--- src/rtl/sram_port_arbiter.sv ---
// Arbitrates one single-port SRAM between the BIST engine and two round-robin functional requesters.
// Functional reads return through an RD_LAT-deep one-hot tag pipeline; BIST waits for it to drain.
module sram_port_arbiter #(
    parameter int ADDR_W = 8,
    parameter int DATA_W = 4,
    parameter int RD_LAT = 1
) (
    input  logic              clk,
    input  logic              rst_n,
    input  logic              bist_req,
    output logic              bist_gnt,
    input  logic [ADDR_W-1:0] bist_addr,
    input  logic [DATA_W-1:0] bist_wdat,
    input  logic              bist_wen,
    output logic [DATA_W-1:0] bist_rdat,
    input  logic [1:0]        req,
    input  logic [1:0]        we,
    input  logic [ADDR_W-1:0] addr0,
    input  logic [ADDR_W-1:0] addr1,
    input  logic [DATA_W-1:0] wdat0,
    input  logic [DATA_W-1:0] wdat1,
    output logic [1:0]        gnt,
    output logic [1:0]        rvalid,
    output logic [DATA_W-1:0] rdata,
    output logic [ADDR_W-1:0] sram_addr,
    output logic [DATA_W-1:0] sram_dat,
    output logic              sram_wen,
    input  logic [DATA_W-1:0] sram_rdat,
    output logic              busy
);

    typedef enum logic [1:0] {IDLE, FUNC, DRAIN, BIST} state_t;

    state_t            r_state;
    state_t            w_next;
    logic              r_ptr;
    logic [1:0]        r_tag [RD_LAT];
    logic [ADDR_W-1:0] r_addr;
    logic [DATA_W-1:0] r_dat;

    logic              w_arb_en;
    logic              w_sel;
    logic [1:0]        w_gnt;
    logic [1:0]        w_push;
    logic              w_drained;

    assign w_arb_en = ((r_state == IDLE) || (r_state == FUNC)) && !bist_req;

    // NOTE: every signal written in always_comb gets a default first, so no path leaves it unassigned and no latch is inferred.
    always_comb begin
        w_gnt = 2'b00;
        w_sel = 1'b0;
        if (w_arb_en && (req != 2'b00)) begin
            w_sel = (req == 2'b11) ? r_ptr : req[1];
            w_gnt = w_sel ? 2'b10 : 2'b01;
        end
    end

    assign gnt      = w_gnt;
    assign bist_gnt = (r_state == BIST) && bist_req;
    assign w_push   = w_gnt & ~we;

    always_comb begin
        sram_addr = r_addr;
        sram_dat  = r_dat;
        sram_wen  = 1'b0;
        if (bist_gnt) begin
            sram_addr = bist_addr;
            sram_dat  = bist_wdat;
            sram_wen  = bist_wen;
        end else if (w_gnt != 2'b00) begin
            sram_addr = w_sel ? addr1 : addr0;
            sram_dat  = w_sel ? wdat1 : wdat0;
            sram_wen  = we[w_sel];
        end
    end

    // The last pipeline stage is being returned this cycle, so only earlier stages can still block BIST.
    always_comb begin
        w_drained = 1'b1;
        for (int i = 0; i < RD_LAT - 1; i++) begin
            if (r_tag[i] != 2'b00) w_drained = 1'b0;
        end
    end

    always_comb begin
        w_next = r_state;
        unique case (r_state)
            IDLE:    if (bist_req) w_next = DRAIN;
                     else if (req != 2'b00) w_next = FUNC;
            FUNC:    if (bist_req) w_next = DRAIN;
                     else if (req == 2'b00) w_next = IDLE;
            DRAIN:   if (w_drained) w_next = bist_req ? BIST : IDLE;
            BIST:    if (!bist_req) w_next = IDLE;
            default: w_next = IDLE;
        endcase
    end

    // NOTE: sequential state uses non-blocking assignments so every register samples pre-edge values.
    always_ff @(posedge clk or negedge rst_n) begin
        if (!rst_n) begin
            r_state <= IDLE;
            r_ptr   <= 1'b0;
            r_addr  <= '0;
            r_dat   <= '0;
        end else begin
            r_state <= w_next;
            r_addr  <= sram_addr;
            r_dat   <= sram_dat;
            if (w_gnt != 2'b00) r_ptr <= ~w_sel;
        end
    end

    // NOTE: the tag pipeline is control state, so every stage is reset; a stale tag would fire a phantom rvalid.
    always_ff @(posedge clk or negedge rst_n) begin
        if (!rst_n) begin
            for (int i = 0; i < RD_LAT; i++) r_tag[i] <= 2'b00;
        end else begin
            r_tag[0] <= w_push;
            for (int i = 1; i < RD_LAT; i++) r_tag[i] <= r_tag[i-1];
        end
    end

    assign rvalid    = r_tag[RD_LAT-1];
    assign rdata     = (rvalid != 2'b00) ? sram_rdat : '0;
    assign bist_rdat = sram_rdat;
    assign busy      = (r_state != IDLE);

endmodule

--- config.mk ---
export PLATFORM = sky130hd
export DESIGN_NAME = sram_port_arbiter
export DESIGN_NICKNAME = d
export VERILOG_FILES = /design/src/rtl/sram_port_arbiter.sv
export SDC_FILE = /design/constraint.sdc
export NUM_CORES = 1
export LEC_CHECK = 0
export CORE_MARGIN = 2
export CORE_UTILIZATION = 35
export CTS_CLUSTER_DIAMETER = 120
export CTS_CLUSTER_SIZE = 12
export DETAILED_ROUTE_END_ITERATION = 12
export PLACE_DENSITY = 0.92
export SLEW_MARGIN = 15
export SYNTH_ARGS = -nofsm -noshare
export SYNTH_HDL_FRONTEND = slang
export SYNTH_SLANG_ARGS = --single-unit
--- constraint.sdc ---
create_clock -name clk -period 1.9 [get_ports clk]
set_input_delay 0.38 -clock clk [delete_from_list [all_inputs] [get_ports clk]]
set_output_delay 0.38 -clock clk [all_outputs]
set_load 0.01 [all_outputs]
==> impl_metrics.yaml, run 1 <==
run_status:
  run_status: "complete, but fails checks"
  violations: "setup timing"
die:
  die_area_um2: 3530
  design.core.area_um2: 2980
  die_width_um: 59.4
  die_height_um: 59.4
  std_cell_rows: 20
  io_pins: 75
  initial_core_util: 0.361
timing:
  hold_violations: 0
  worst_setup_slack_after_layout_ps: -207
  finalSetupViolations: 15
  setup_repair_after_global_routing_missed_its_margin: "yes"
  hold_slack_ps: 385
  period_minus_slack_ps: 2110
  fin_crit_sh: 1.11
  max_slew.worst_pin.slew_ps: 370
  timing.fmax_ghz: 0.475
  relSlewSlack: 0.751
  timing.clock.skew_ps: 4.35
  slew_violations: 0
power:
  power_uw: 1270
  switching_share: 0.340
  leakage_uw: 0.000988
  cellInternalPower_uw: 838
  combPwrFrac: 0.466
  power_switching_uw: 432
  vdd.ir_drop.worst_uv: 429
  seq_power_share: 0.361
  power_frac_clock: 0.173
  p_per_area_nw_per_um2: 573
layout:
  num_antenna_cells: 0
  stdcell_count: 258
  layout-drive-gt1-share: 0.427
  design.final.nets: 274
  final_design_area_no_fill_um2: 2220
  area_growth_syn_to_layout_pct: 106
yosys:
  synth_edf_count: 0
  asyncSetResetFlopFracSynth: 1.00
  synth_top_cell_area_share: 0.396
  synth-seq-cells: 17
  synth_cell_count_leaders: "sky130_fd_sc_hd__dfrtp_1 (17), sky130_fd_sc_hd__nor2_1 (15), sky130_fd_sc_hd__a21oi_1 (14)"
  synthesis.nets: 170
  main_area_contributors_after_synthesis: "sky130_fd_sc_hd__dfrtp_1 (40%), sky130_fd_sc_hd__a21oi_1 (6.5%), sky130_fd_sc_hd__o32ai_1 (6.5%)"
  synthesis.area_per_instance_um2: 8.81
  total_of_warnings_raised_by_yosys: 0
  synth.largest_area_cell: "sky130_fd_sc_hd__dfrtp_1"
  seq_area_frac_synth: 0.396
  synth.distinct_cells: 27
  yosys.cell_count.top_type: "sky130_fd_sc_hd__dfrtp_1"
  flip_flop_cell_with_the_highest_count_after_synthesis: "sky130_fd_sc_hd__dfrtp_1"
  syn_area_um2: 1070
  synthesis.instances: 122
worst_setup_path:
  reg2reg_from: "r_ptr"
  worst-r2r-setup-slack_ps: 220
  r2r_end: "r_dat[1]"
  critPathLaunchType: "register"
  reg2reg_depth: 7
  data_required_time_of_the_worst_path_ps: 1520
  path_class: "register to output pin"
  wp_data_arrival_ps: 1730
  crit_path_max_fanout: 5
  critical_path.endpoint_type: "output pin"
route:
  finalWirelength_um: 4320
  final_antenna_net_count: 0
  post_drt_via_cell_ratio: 5.45
  detailroute.via_count: 1405
  wire_per_inst_um: 16.7
  drc_errors: 0
  drt-initial-drc-count: 54
  drt_pass1_iterations: 4
clock_tree:
  clock_sinks: 17
  clkLatencyLatePin_ps: 320
  htree_num_levels: 1
  cts.reportedPaths.clkPinSlew_ps: 120
  tritoncts: "yes"
  cts_max_path_buffers: 2
  root_buffer: "sky130_fd_sc_hd__clkbuf_4"
  ctsHoldBuffers: 0
  cts_made_buffers: 3
place:
  numPlacedInstances: 234
  portBuffers: 74
  routability_congestion_estimate_from_global_placement: 0.784
  hpwl_um: 2570
  placed_standard_cell_area_um2: 1900
  place_worst_setup_slack_ps: -821
grt:
  gr-usage-all-layers: 0.224
  grt_antenna_before_repair: 0
  grt_overflow_total: 0
  largest_net_degree_at_the_start_of_global_routing: 18
  grt_first_pass_wirelength_um: 6020
  grt_pass1_vias: 1348
job:
  maxCapViolCount: 0
min_path:
  hp-class: "primary input to async pin"
how the worst max path moves through the flow:
stage	depth (start not counted)	to	slack, ps	startpoint
global route	5	sram_addr[7]	-270	r_state[1]
global placement	5	sram_dat[0]	-780	req[1]
finish	5	sram_addr[3]	-210	r_state[1]
floorplan	5	sram_addr[0]	200	r_state[1]
detailed placement	6	sram_dat[0]	-820	bist_req
CTS	5	sram_dat[0]	-150	r_state[1]
cells in the final DEF (no fill, tap or decap), types with 2 or more instances in the layout:
cell type                         Yosys  layout
sky130_fd_sc_hd__dfrtp_2              0       2
sky130_fd_sc_hd__a21oi_1             14       7
sky130_fd_sc_hd__clkdlybuf4s15_1      0       2
sky130_fd_sc_hd__nand2_1              6       6
sky130_fd_sc_hd__buf_4                8      32
sky130_fd_sc_hd__o21ai_0             11      10
sky130_fd_sc_hd__buf_6                2       6
sky130_fd_sc_hd__a31oi_1              4       2
sky130_fd_sc_hd__mux2i_1              3       3
sky130_fd_sc_hd__clkdlybuf4s50_1      0      51
sky130_fd_sc_hd__nand3b_1             6       6
sky130_fd_sc_hd__nor2_2               1       3
sky130_fd_sc_hd__and2_4               0       2
sky130_fd_sc_hd__a31oi_2              0       2
sky130_fd_sc_hd__dlygate4sd2_1        0       4
sky130_fd_sc_hd__nor2_1              15      10
sky130_fd_sc_hd__dlymetal6s2s_1       0       2
sky130_fd_sc_hd__o211a_4              1       2
sky130_fd_sc_hd__nor2b_1              5       5
sky130_fd_sc_hd__o32ai_2              0       7
sky130_fd_sc_hd__clkbuf_4             0       3
sky130_fd_sc_hd__buf_2                2      14
sky130_fd_sc_hd__a22oi_2              0       4
sky130_fd_sc_hd__o21ai_1              1       2
sky130_fd_sc_hd__a21oi_2              0       7
sky130_fd_sc_hd__dfrtp_1             17      15
sky130_fd_sc_hd__nor2_4               0       3
critical path: stages, from the launching register on:
cell	delay (ps)
sky130_fd_sc_hd__dfrtp_2	460
sky130_fd_sc_hd__nor2_4	160
sky130_fd_sc_hd__o211a_4	270
sky130_fd_sc_hd__nor2_4	40
sky130_fd_sc_hd__o32ai_2	290
sky130_fd_sc_hd__buf_2	190
cells by family (layout without fill, tap and decap cells):
| group | count (synthesis) | after routing | share of synthesized area |
|---|---|---|---|
| simple gates | 39 | 39 | 0.183 |
| buf+inv | 16 | 118 | 0.100 |
| flops | 17 | 17 | 0.396 |
| mux | 3 | 3 | 0.0279 |
| compound gates | 47 | 48 | 0.293 |
power groups by stage:
stage	sequential (uW)	combinational, uW	clock, uW
CTS	451	509	203
floorplan	446	189	0
global route	460	630	240
detailed placement	452	462	0
finish	459	592	219
global placement	447	458	0
routing by layer:
metal | part of all wire | global-route usage | up-vias
li1 | - | - | 647
met1 | 0.40 | 0.273 | 695
met3 | 0.062 | 0.0415 | 6
met2 | 0.53 | 0.402 | 57
met5 | 0 | 0 | -
met4 | 0.010 | 0.0584 | 0
metrics by stage:
step / util / TNS [ps]
after CTS: 0.693 / -1350
after global placement: 0.638 / -10660
after floorplan: - / 0
after detailed placement: 0.638 / -11190
final: 0.745 / -2200
after global routing: 0.745 / -3070
what timing repair did:
item                                    4_1_cts  5_1_grt
cloned                                        2        0
gates resized for setup                      96       22
pin swaps                                    14        8
buffers inserted                             10        9
endpoints found under the setup margin       19       19
sequential cells by signal, indices dropped and copies added, names as in the netlist:
register,flops
r_ptr,1
r_state,2
rvalid,2
r_dat,4
r_addr,8
final cells by class:
class,count,area [um2]
inverters,2,7.51
clock buffers,3,22.5
multi-input cells,90,733
fillers,205,761
well taps,33,41.3
clock inverters,1,5.00
repair buffers,112,980
flip-flops and latches,17,428
(Power assumes the default switching activity.)
==> run 2: changes to the inputs <==
--- a/config.mk
+++ b/config.mk
@@ -5,6 +5,7 @@
 export SDC_FILE = /design/constraint.sdc
 export NUM_CORES = 1
 export LEC_CHECK = 0
+export ABC_CLOCK_PERIOD_IN_PS = 1900
 export CORE_MARGIN = 2
 export CORE_UTILIZATION = 35
 export CTS_CLUSTER_DIAMETER = 120
==> results of run 2 <==
Final layout, timing and power as in run 1 (identical DEF).
